File: src/rtl/seqdet_stream_ctrl.sv
// Word-stream to serial-bit controller for a clock-enabled sequence detector; counts hits per run.
// Optional build macro SEQDET_CTRL_ABORT_EN adds an `abort` input that cancels a run.
module seqdet_stream_ctrl #(
  parameter int WORD_W = 8,
  parameter int CNT_W  = 16
) (
  input  logic              clk,
  input  logic              reset,
  input  logic              start,
  input  logic [CNT_W-1:0]  num_words,
  input  logic [WORD_W-1:0] in_data,
  input  logic              in_valid,
  output logic              in_ready,
  output logic              det_x,
  output logic              det_en,
  output logic              det_rst,
  input  logic              det_y,
  output logic [CNT_W-1:0]  match_count,
  output logic              match_pulse,
  output logic              busy,
  output logic              done
`ifdef SEQDET_CTRL_ABORT_EN
  ,
  input  logic              abort
`endif
);

  // state   | meaning
  // S_IDLE  | waiting for start
  // S_CLEAR | detector clear, match_count reset
  // S_LOAD  | waiting for an input word (underrun stall)
  // S_SHIFT | one bit per cycle onto det_x
  // S_DRAIN | last detector output sampled
  // S_DONE  | one-cycle completion pulse
  typedef enum logic [2:0] {
    S_IDLE, S_CLEAR, S_LOAD, S_SHIFT, S_DRAIN, S_DONE
  } state_t;

  localparam int BIT_W = (WORD_W > 1) ? $clog2(WORD_W) : 1;

  state_t             state_q, state_d;
  logic [WORD_W-1:0]  shreg_q;
  logic [BIT_W-1:0]   bit_cnt_q;
  logic [CNT_W-1:0]   words_left_q;
  logic [CNT_W-1:0]   match_count_q;
  logic               en_d1_q;
  logic               load_word;
  logic               last_bit;
  logic               abort_act;
  logic               hit;

`ifdef SEQDET_CTRL_ABORT_EN
  assign abort_act = abort && (state_q != S_IDLE);
`else
  assign abort_act = 1'b0;
`endif

  assign last_bit = (bit_cnt_q == '0);

  always_comb begin
    state_d   = state_q;
    in_ready  = 1'b0;
    det_x     = 1'b0;
    det_en    = 1'b0;
    det_rst   = 1'b0;
    done      = 1'b0;
    load_word = 1'b0;
    case (state_q)
      S_IDLE:  if (start) state_d = S_CLEAR;
      S_CLEAR: begin
        det_rst = 1'b1;
        state_d = (words_left_q == '0) ? S_DONE : S_LOAD;
      end
      S_LOAD: begin
        in_ready = 1'b1;
        if (in_valid) begin
          load_word = 1'b1;
          state_d   = S_SHIFT;
        end
      end
      S_SHIFT: begin
        det_x  = shreg_q[WORD_W-1];
        det_en = 1'b1;
        if (last_bit) begin
          if (words_left_q > CNT_W'(1)) begin
            // prefetch the next word so back-to-back words have no bubble
            in_ready = 1'b1;
            if (in_valid) load_word = 1'b1;
            else          state_d   = S_LOAD;
          end else begin
            state_d = S_DRAIN;
          end
        end
      end
      S_DRAIN: state_d = S_DONE;
      S_DONE: begin
        done    = 1'b1;
        state_d = S_IDLE;
      end
      default: state_d = S_IDLE;
    endcase
    if (abort_act) begin
      state_d   = S_IDLE;
      in_ready  = 1'b0;
      det_x     = 1'b0;
      det_en    = 1'b0;
      det_rst   = 1'b1;
      done      = 1'b0;
      load_word = 1'b0;
    end
  end

  // det_y reflects the previous edge, so a hit belongs to the bit clocked one cycle earlier
  assign hit         = en_d1_q && det_y && !abort_act;
  assign match_pulse = hit;
  assign match_count = match_count_q;
  assign busy        = (state_q != S_IDLE);

  always_ff @(posedge clk) begin
    if (reset) begin
      state_q       <= S_IDLE;
      shreg_q       <= '0;
      bit_cnt_q     <= '0;
      words_left_q  <= '0;
      match_count_q <= '0;
      en_d1_q       <= 1'b0;
    end else begin
      state_q <= state_d;
      en_d1_q <= det_en;
      if (state_q == S_IDLE && start) words_left_q <= num_words;
      else if (det_en && last_bit)    words_left_q <= words_left_q - 1'b1;
      if (load_word) begin
        shreg_q   <= in_data;
        bit_cnt_q <= BIT_W'(WORD_W - 1);
      end else if (det_en) begin
        shreg_q   <= shreg_q << 1;
        bit_cnt_q <= bit_cnt_q - 1'b1;
      end
      if (state_q == S_CLEAR && !abort_act) match_count_q <= '0;
      else if (hit && match_count_q != '1)  match_count_q <= match_count_q + 1'b1;
    end
  end

endmodule

File: config.mk
export PLATFORM = sky130hd
export DESIGN_NAME = seqdet_stream_ctrl
export DESIGN_NICKNAME = d
export VERILOG_FILES = /design/src/rtl/seqdet_stream_ctrl.sv
export SDC_FILE = /design/constraint.sdc
export NUM_CORES = 1
export LEC_CHECK = 0
export CORE_MARGIN = 8
export CORE_UTILIZATION = 51
export DETAILED_ROUTE_END_ITERATION = 10
export GPL_ROUTABILITY_DRIVEN = 1
export HOLD_SLACK_MARGIN = 0.05
export MAX_ROUTING_LAYER = met4
export PLACE_DENSITY = 0.79
export SYNTH_ARGS = -nofsm -noshare
export SYNTH_HDL_FRONTEND = slang
export SYNTH_SLANG_ARGS = --single-unit
File: constraint.sdc
create_clock -name clk -period 3 [get_ports clk]
set_input_delay 0.3 -clock clk [delete_from_list [all_inputs] [get_ports clk]]
set_output_delay 0.3 -clock clk [all_outputs]
set_load 0.02 [all_outputs]
==> results by group <==
Drt
  – Via count: 2,287
  – Initial drt markers: 117
  – Vias per cell: approximately 5.5
  – # DRC: 0
  – Detail Route Antenna Nets: 0
  – Pre-antenna DRT Iters: 4
  – Drt total wl: between 6000 and 7000 um
  – Routed len/inst: about 15 um

Synth
  – Yosys reg bits: 47
  – Sequential area share after synthesis: 36.74%
  – Main synth FF type: dfxtp_1
  – Synth Warn #: 0
  – Syn Std Cell Area: between 2000 and 3000 um2
  – Netlist cell types: between 40 and 50
  – Ys async rst share: 0%
  – Number of enable flip-flop cells after synthesis: 0
  – Post-Syn Nets: between 300 and 400
  – Average size of a mapped cell: about 8.4 um2
  – Synth Instances: ~300

Critical path
  – Arrival @ worst endpoint: between 2000 and 3000 ps
  – Element type at the critical path start: flop
  – CP endpoint kind: primary output
  – Crit-path cells: or4_4 > or4_1 > o41ai_4 > a21oi_1 > dlygate4sd2_1
  – Setup CP Type: reg -> out
  – Worst-path maximum fanout: 6
  – Required @ worst endpoint: 2700 ps
  – CP max stage cell: or4_4
  – CP max stage delay: between 500 and 600 ps

Die
  – Initial core utilization: 53.52%
  – Cell row count: 25
  – Core Footprint: about 4800 um2
  – Die area: about 7500 um2
  – Ports: 52
  – Die span in x: 86.87 um
  – Die H: 86.87 um

Worst hold path
  – Worst min-delay path class: reg -> reg

Clocking
  – H-Tree Depth: 2
  – Post-CTS Hold Buffers: 0
  – Clock slew at reported path FFs: approximately 90 ps
  – TritonCTS clock tree: yes
  – CTS root buf: clkbuf_8
  – Clock buffer depth: 2
  – Post-CTS Setup Repair Bufs: 0
  – TritonCTS Sinks: 47
  – Worst-Skew Late Latency: approximately 300 ps
  – TritonCTS Buffers: 5

Global routing
  – GRT Util Overall: between 15 and 20%
  – First-pass GRT wire length: 10,180 um
  – Largest net degree at the start of global routing: 30
  – Number of antenna violations at the first check in global routing: 0
  – GRT overflow: 0
  – Via count of the first global-routing pass: between 2,000 and 2,500

Outcome
  – Status: completed

Power
  – Worst vdd ir: 0.5348 mV
  – Leak: ~1.1 nW
  – Power Density: between 600 and 700 nW/um2

Finish
  – Syn-to-layout area delta: 25.89%
  – Fillcell total: 400
  – Nets: ~380
  – Antenna cells: 0
  – Most common cell after layout, fill and taps aside: clkdlybuf4s50_1
  – Layout cell share with drive strength beyond 1: under 10%
  – Final std cells w/o fill: 416
  – Most frequent cells in the layout: clkdlybuf4s50_1 (50), dfxtp_1 (47), nor2_1 (37), a211oi_1 (27), nand2_1 (25)

Placement
  – GPL Wtd Cong: around 0.84
  – Placed Cells incl. Taps: roughly 400
  – Post-DP HPWL: between 4000 and 5000 um
  – Port Buffers: just over 50

Timing
  – Fmax: approximately 0.36 GHz
  – Pins Over Slew Limit: 0
  – Final Hold Fails: 0
  – Slew @ Worst Pin: between 500 and 600 ps
  – Period Utilization, post-route: between 90% and 100%
  – Final Setup Violations: 0
  – Final min period: 2808 ps
  – Setup Skew: slightly above 10 ps
  – Setup_tns: 0 ps
  – RSZ-0062 raised after global routing: no
  – Rel. slew slack: ~65%

Flow run
  – Maxcap violations: 0
final timing paths:
| path | start | depth (start not counted) | endpoint | slack [ps] |
|---|---|---|---|---|
| max reg2reg | words_left_q[8]$_SDFFE_PP0P_ | 6 | shreg_q[7]$_SDFFE_PP0P_ | 300 |
| min reg2reg | shreg_q[0]$_SDFFE_PP0P_ | 2 | shreg_q[1]$_SDFFE_PP0P_ | 510 |
| min | shreg_q[0]$_SDFFE_PP0P_ | 2 | shreg_q[1]$_SDFFE_PP0P_ | 510 |
| max | words_left_q[8]$_SDFFE_PP0P_ | 5 | in_ready | 190 |
flip-flops by register name (all words and copies together) (netlist names):
name / cells
words_left_q: 16
bit_cnt_q: 3
shreg_q: 8
en_d1_q: 1
match_count: 16
state_q: 3
cell families (layout without fill, tap and decap cells):
| kind of cell | after synthesis | count (layout) | share of synthesized area (%) |
|---|---|---|---|
| buffers and inverters | 33 | 76 | 5.227 |
| XOR/XNOR | 27 | 27 | 9.233 |
| adder cells (fa/ha/maj) | 6 | 6 | 2.931 |
| flip-flops | 47 | 47 | 36.74 |
| multiplexers | 1 | 1 | 0.3908 |
| AND/OR/NAND/NOR | 121 | 121 | 23.40 |
| AO/OA/AOI/OAI | 71 | 71 | 22.08 |
synthesized netlist by cell type (3+ instances only):
cell      number  area (um2)
clkbuf_1      19       71.32
dfxtp_1       47       940.9
nor2_1        37       138.9
nand2_1       25       93.84
xor2_1         4       35.03
a211oi_1      27       202.7
nor4_1         9       56.30
o21ai_0        4       20.02
xnor2_1       23       201.4
nand3_1        7       35.03
a311oi_2       7       105.1
and2_1         3       18.77
or3_1          8       50.05
nor3_1        10       50.05
and3_1         3       18.77
inv_1          9       33.78
nand3b_1       4       30.03
nand4_1        3       18.77
ha_1           6       75.07
a21oi_1       16       80.08
area by class of cell:
type	instances	area, um2	share of cell area, %
Multi-Input combinational cell	226	1486	46.10
Inverter	10	37.54	1.164
Timing Repair Buffer	59	569.3	17.66
Tap cell	67	83.83	2.600
Clock inverter	2	37.54	1.164
Sequential cell	47	940.9	29.18
Clock buffer	5	68.82	2.134
repair_timing:
action,4_1_cts,5_1_grt
endpoints found under the setup margin,1,0
endpoints found under the hold margin,0,0
resized for setup,1,0
metal layers:
layer	GRT usage, %	vias to the layer above	part of all wire (%)
met1	20.79	1038	47
met3	5.094	4	5.5
li1	-	1181	-
met2	26.51	64	47
met4	4.382	0	0.74
met5	-	-	0
worst max-delay path: cells and delay by family, from the launching register on:
| kind | cells | cell delay [ps] |
|---|---|---|
| compound gates | 2 | 480 |
| buf+inv | 1 | 330 |
| flops | 1 | 360 |
| simple gates | 2 | 1050 |
metrics by stage:
stage | utilization [%] | setup WS, ps | cell area (um2) | power [mW] | hold slack [ps]
6_report | 67.37 | 192.3 | 3224 | 2.157 | 513.2
2_1_floorplan | - | 552.2 | 2561 | 1.467 | 436.0
3_3_place_gp | 65.18 | 305.0 | 3119 | 1.682 | 488.0
5_1_grt | 67.37 | 105.9 | 3224 | 2.306 | 521.3
3_5_place_dp | 65.18 | 290.6 | 3119 | 1.706 | 493.8
4_1_cts | 67.37 | 181.5 | 3224 | 2.162 | 515.9
where the power goes:
group,switching [mW],internal [mW],total (mW)
registers,0.109,0.734,0.843
clock network,0.211,0.244,0.455
logic,0.484,0.374,0.858
No activity file was read; power rests on OpenSTA's default activity.
